===== config.mk =====
export PLATFORM = sky130hd
export DESIGN_NAME = manchester_encoder
export DESIGN_NICKNAME = d
export VERILOG_FILES = /design/src/rtl/manchester_pkg.sv /design/src/rtl/manchester_encoder.sv
export SDC_FILE = /design/constraint.sdc
export NUM_CORES = 1
export LEC_CHECK = 0
export BUFFER_PORTS_ARGS = -buffer_cell sky130_fd_sc_hd__buf_2
export CAP_MARGIN = 15
export CELL_PAD_IN_SITES_DETAIL_PLACEMENT = 1
export CELL_PAD_IN_SITES_GLOBAL_PLACEMENT = 1
export CORE_MARGIN = 2
export CORE_UTILIZATION = 49
export DETAILED_ROUTE_END_ITERATION = 8
export MAX_ROUTING_LAYER = met4
export PLACE_DENSITY = 0.78
export SLEW_MARGIN = 20
export SYNTH_ARGS = -nofsm -noshare
export SYNTH_HDL_FRONTEND = slang
export SYNTH_SLANG_ARGS = --single-unit

===== constraint.sdc =====
create_clock -name clk16x -period 4.1 [get_ports clk16x]
set_input_delay 0.41 -clock clk16x [delete_from_list [all_inputs] [get_ports clk16x]]
set_output_delay 0.41 -clock clk16x [all_outputs]
set_load 0.01 [all_outputs]

===== src/rtl/manchester_pkg.sv =====
// rtl/manchester_pkg.sv - shared cell timing constants and FSM state type for the Manchester link
package manchester_pkg;

  localparam int CELL_CLKS  = 16;
  localparam int HALF_CELL  = 8;
  localparam int FRAME_BITS = 8;

  typedef enum logic [1:0] {IDLE, START, DATA, GAP} mtx_state_t;

endpackage


===== src/rtl/manchester_encoder.sv =====
// rtl/manchester_encoder.sv - double-buffered Manchester serial transmitter
// One start cell plus 8 MSB-first data cells per frame, then a forced low gap.
module manchester_encoder
  import manchester_pkg::*;
#(
  parameter int GAP_CELLS = 2
) (
  input  logic       clk16x,
  input  logic       rst,
  input  logic [7:0] din,
  input  logic       wrn,
  output logic       tbre,
  output logic       tsre,
  output logic       mdo
);

  localparam logic [3:0] PHASE_LAST = 4'(CELL_CLKS - 1);
  localparam logic [3:0] PHASE_HALF = 4'(HALF_CELL);
  localparam logic [3:0] BIT_LAST   = 4'(FRAME_BITS - 1);
  localparam logic [3:0] GAP_LAST   = 4'(GAP_CELLS - 1);

  mtx_state_t r_state, w_next_state;
  logic [3:0] r_phase, r_bitcnt, r_gapcnt;
  logic [7:0] r_thr, r_rsr;
  logic       r_full, r_mdo;
  logic       w_cell_end, w_second_half, w_load, w_write, w_mdo_next;

  assign w_cell_end    = (r_phase == PHASE_LAST);
  assign w_second_half = (r_phase >= PHASE_HALF);
  // r_full is the pre-edge view, so a write racing a transfer is dropped
  assign w_write       = ~wrn & ~r_full;

  always_ff @(posedge clk16x or posedge rst) begin
    if (rst) r_state <= IDLE;
    else     r_state <= w_next_state;
  end

  always_comb begin
    w_next_state = r_state;
    w_load       = 1'b0;
    w_mdo_next   = 1'b0;
    case (r_state)
      IDLE: begin
        if (r_full) begin
          w_load       = 1'b1;
          w_next_state = START;
        end
      end
      START: begin
        w_mdo_next = ~w_second_half;
        if (w_cell_end) w_next_state = DATA;
      end
      DATA: begin
        w_mdo_next = w_second_half ? r_rsr[7] : ~r_rsr[7];
        if (w_cell_end && (r_bitcnt == BIT_LAST)) w_next_state = GAP;
      end
      GAP: begin
        if (w_cell_end && (r_gapcnt == GAP_LAST)) begin
          if (r_full) begin
            w_load       = 1'b1;
            w_next_state = START;
          end else begin
            w_next_state = IDLE;
          end
        end
      end
      default: w_next_state = IDLE;
    endcase
  end

  always_ff @(posedge clk16x or posedge rst) begin
    if (rst) begin
      r_phase  <= 4'd0;
      r_bitcnt <= 4'd0;
      r_gapcnt <= 4'd0;
      r_thr    <= 8'h00;
      r_rsr    <= 8'h00;
      r_full   <= 1'b0;
      r_mdo    <= 1'b0;
    end else begin
      r_mdo <= w_mdo_next;

      if (r_state == IDLE) r_phase <= 4'd0;
      else                 r_phase <= r_phase + 4'd1;

      if (w_write) begin
        r_thr  <= din;
        r_full <= 1'b1;
      end

      if (w_load) begin
        r_rsr  <= r_thr;
        r_full <= 1'b0;
      end else if ((r_state == DATA) && w_cell_end) begin
        r_rsr <= {r_rsr[6:0], 1'b0};
      end

      if ((r_state == DATA) && w_cell_end)
        r_bitcnt <= (r_bitcnt == BIT_LAST) ? 4'd0 : r_bitcnt + 4'd1;

      if ((r_state == GAP) && w_cell_end)
        r_gapcnt <= (r_gapcnt == GAP_LAST) ? 4'd0 : r_gapcnt + 4'd1;
    end
  end

  assign tbre = ~r_full;
  assign tsre = (r_state == IDLE);
  assign mdo  = r_mdo;

endmodule


Word-level counts from Yosys, hierarchy flattened
Cells that the tools add are included.
Storage, ports and cells
  register bits: 32
  input bits: 11
  output and inout port bits: 3
  logic and storage cells: 53
Cells by class
  $add $sub $neg: 3
  order comparisons: 1
  eq/ne operators: 10
  muxes and demuxes: 18
  bitwise gates (word level): 5
  reductions and logical operators: 8
Operators by type and width (number)
  $mux 8: 2
  $add 4x1->4 const B: 3
  $mux 4: 3
  $mux 2: 4
  $pmux 2 s4: 1
  $mux 1: 6
  $ne 2x2->1 const B: 3
  $eq 2x2->1 const B: 2
  $eq 4x1->1 const B: 1
  $eq 4x3->1 const B: 1
  $eq 4x4->1 const B: 1
  $ge 4x4->1 const B: 1
  $logic_and 1x1->1: 4
  $not 1->1: 4
  $pmux 1 s2: 2
  $reduce_and 4->1: 1
  $reduce_bool 2->1: 2
  $eq 2x1->1 const B: 1
  $logic_not 2->1: 1
  $ne 2x1->1 const B: 1
  $and 1x1->1: 1

Depth between registers and ports, before layout
  word-level depth: 5
  gate-level depth with buffers: 8
  gate-level depth less buffers: 6

Worst setup path after synthesis
OpenSTA, ideal clock, no wires.
  path kind: reg-to-reg
  from: reg r_phase[0]
  to: reg r_state[1]
  library setup time: 0.125 ns
  data arrival time: 1.548 ns
  required time: 3.975 ns
  path slack: 2.427 ns
  stages on the path, launching flop included: 7
  path buffers: 1
  period minus slack after synthesis: 1.673 ns
  path through: dfrtp_1 > ha_1 > and3_1 > buf_4 > a21bo_1 > o211ai_1 > mux2_2
On the way
  word-level cells in the longest chain between the ends: 4
  elaborated cells between the ends (all ways): 7
  those cells by class: 4 x eq/ne; 3 x reduce/logical
RTL lines
  start, declared: line manchester_encoder.sv:23  | logic [3:0] r_phase, r_bitcnt, r_gapcnt;
  start signal, assigned: line manchester_encoder.sv:84  | else r_phase <= r_phase + 4'd1;
  $eq 4x4->1 *: line manchester_encoder.sv:28  | assign w_cell_end = (r_phase == PHASE_LAST);
  $logic_and 1x1->1, on equally long branches: line manchester_encoder.sv:58, manchester_encoder.sv:55
  $ne 2x2->1 (no line)
  $reduce_and 4->1 (no line) *
  end signal, assigned: line manchester_encoder.sv:35  | else r_state <= w_next_state;
  end, declared: line manchester_encoder.sv:22  | mtx_state_t r_state, w_next_state;
Every way passes the cells marked *; elsewhere a longest branch is shown, timed or not.
A chain may end at the register's enable or synchronous reset.

Worst setup path in the final report
  from: reg r_phase[0]
  to: reg r_state[0]
The elaborated chain is that of the path after synthesis.

==> impl_metrics.yaml <==
run_status:
  outcome: "finished, final reports clean"
worst_setup_path:
  rrSetupSlack_ns: 2.20
  crit_fanout: 6
  slowest_delay_ns: 0.44
  r2r-end: "r_state[0]$_DFFE_PP0P_"
  end_kind: "flip-flop"
  critPathKind: "flip-flop to flip-flop"
  crit_required_ns: 4.30
  startpoint_type: "flip-flop"
  slowest_stage: "a2111oi_0"
  crit_path_cell_trace: "ha_1 > and3_1 > a21bo_1 > o211ai_1 > a2111oi_0 > a21oi_1"
  timing.rr.start: "r_phase[0]$_DFF_PP0_"
  arrival_ns: 2.10
  worstRegToRegCells: 6
detailed_routing:
  wl_met2_um: 1330
  ant_nets: 0
  wirelength_um: 2750
  first_pass_iters: 4
  top_layer: "met4"
  wl_met3_um: 87
  drc: 0
  routedWlPerCell_um: 14.8
  drt_iter0_markers: 31
  wl_met1_um: 1290
  num_vias: 996
  routed_via_density: 5.38
yosys:
  synth_seq_cells: 32
  synth_seq_area_share: 0.530
  syn_area_mm2: 0.00151
  synth.most_common_cell: "dfrtp_1"
  synth_top_cell_by_area: "dfrtp_1"
  yosys_warnings: 0
  synthFlopType: "dfrtp_1"
  synthTopCellsByCount: "dfrtp_1, nand2_1, mux2_2"
  avgSynthCellArea_um2: 11.4
  synthesis.nets: 152
  ys_async_sr_fraction: 1.00
  post_synth_num_cell_types: 29
  yosysTopAreaCellShare: 0.530
  synth_edf_count: 0
  synth_area_leaders: "dfrtp_1, mux2_2, ha_1, mux2i_1, nand2_1"
  syn_inst: 133
cts:
  clkTransAtPathRegs_ns: 0.11
  post_cts_buffers: 0
  cts_inserted_buffers: 5
  cts_tree: "done"
  worstSkewPairLatency_ns: 0.33
  postCtsResizedCells: 0
  cts.sink_count: 32
  clk_path_buf_depth: 2
  cts-root-buf: "clkbuf_4"
  hold_buffers: 0
  h-tree-depth: 2
power_and_ir_drop:
  p_seq_frac: 0.561
  p_switching_mw: 0.128
  sw_frac_of_total: 0.213
  vdd_drop_max_mv: 0.247
  p_total_mw: 0.599
  power_density_mw_per_mm2: 357
  leakage_nw: 0.798
  p_int_mw: 0.471
  pwr-share-comb: 0.044
  power.share.clock: 0.395
sta:
  max_freq_ghz: 0.525
  tightestPinTransition_ns: 0.605
  finalSetupViolCount: 0
  fin_crit_sh: 0.464
  max_slew_margin: 0.595
  skew_ns: 0.0111
  hold-worst-slack_ns: 0.139
  final_hold_viol_count: 0
  worst_slack_ns: 2.20
  fin_tns_setup_ns: 0
  fin_crit_ns: 1.90
  rsz0062_at_grt: "no"
  drv_slew: 0
layout:
  area_growth_pct: 11.1
  seqCellArea_um2: 801
  num_antenna_cells: 0
  fillCellCount: 341
  utilization: 0.559
  finalNetCount: 170
  drive_gt1_frac: 0.230
  multiInputGateArea_um2: 661
floorplanning:
  die_y_um: 59.5
  io_pins: 14
  placementRows: 20
  die_w_um: 59.5
  initial_core_util: 0.503
  coreArea_mm2: 0.00300
  dieArea_mm2: 0.00354
grt:
  antenna_found_initial: 0
  grt_overflow: 0
  grt_max_degree: 33
  grt_first_pass_wirelength_um: 4770
  grt_pass1_vias: 1058
  grt_usage: 0.186
placed_design:
  globalplace.congestion: 0.732
  numPortBuffers: 13
  dp_hpwl_um: 2080
  dp_slack_ns: 2.18
flow_run:
  cap_violations: 0
worst_hold_path:
  hold_path_class: "primary input to async pin"
==> registers in the layout (all words and copies together) (netlist names) <==
register	flops
r_rsr	8
r_thr	8
r_bitcnt	4
r_gapcnt	4
r_phase	4
r_state	2
mdo	1
r_full	1
==> cells by family after synthesis <==
logic type,after synthesis,synth area share
and+or+nand+nor,39,0.135
DFF,32,0.530
AOI/OAI and AO/OA,21,0.0795
muxes,17,0.122
buffers and inverters,10,0.0323
adders and majority gates,8,0.0663
xor gates and xnor gates,6,0.0348
==> area by class of cell <==
type / count / area share
repair buffers: 14 / 0.0433
well taps: 33 / 0.0246
clock buffers: 6 / 0.0246
multi-input cells: 91 / 0.394
clock inverters: 2 / 0.0209
inverters: 7 / 0.0157
flip-flops and latches: 32 / 0.477
==> power by group through the flow <==
stage               combinational [mW]  sequential, mW  clock, mW
finish                          0.0265           0.336      0.236
detailed placement              0.0276           0.343          0
global route                    0.0305           0.338      0.253
CTS                             0.0276           0.336      0.243
global placement                0.0256           0.342          0
floorplan                       0.0174           0.340          0
==> per-layer routing <==
layer  up-vias  global-route usage
met5         -                   -
met4         0              0.0762
met3         5              0.0459
met2        17               0.281
met1       488               0.241
li1        486                   -
==> cells in the final DEF, fill, tap and decap left out, drive strengths merged, types with 2 or more instances in the layout <==
cell type / instances
nor2: 8
nand3: 5
inv: 7
o21ai: 11
mux2: 11
clkbuf: 6
nand2: 17
ha: 8
dfrtp: 32
and2: 2
buf: 14
a21oi: 5
and3: 2
mux2i: 6
xnor2: 5
==> worst max-delay path by stage <==
stage	start	to	slack [ns]	cells after the start
6_report	r_phase[0]$_DFF_PP0_	r_state[0]$_DFFE_PP0P_	2.20	6
5_1_grt	r_phase[0]$_DFF_PP0_	r_rsr[5]$_DFFE_PP0P_	2.01	5
4_1_cts	r_phase[0]$_DFF_PP0_	r_rsr[0]$_DFFE_PP0P_	2.17	5
3_5_place_dp	r_phase[0]$_DFF_PP0_	r_rsr[0]$_DFFE_PP0P_	2.18	5
3_3_place_gp	r_phase[0]$_DFF_PP0_	r_rsr[1]$_DFFE_PP0P_	2.34	5
2_1_floorplan	r_phase[0]$_DFF_PP0_	r_state[1]$_DFFE_PP0P_	2.43	6
==> critical path: cells and delay by family, from the launching register on <==
kind,cells,cell delay [ns]
compound gates,4,0.80
flops,1,0.42
simple gates,1,0.33
fa+ha+maj,1,0.22
==> metrics by stage <==
stage               instances  area, um^2
CTS                       185        1680
floorplan                 133        1510
finish                    185        1680
detailed placement        177        1600
global placement          177        1600
global route              185        1680
Power figures use the tool's default switching activity.
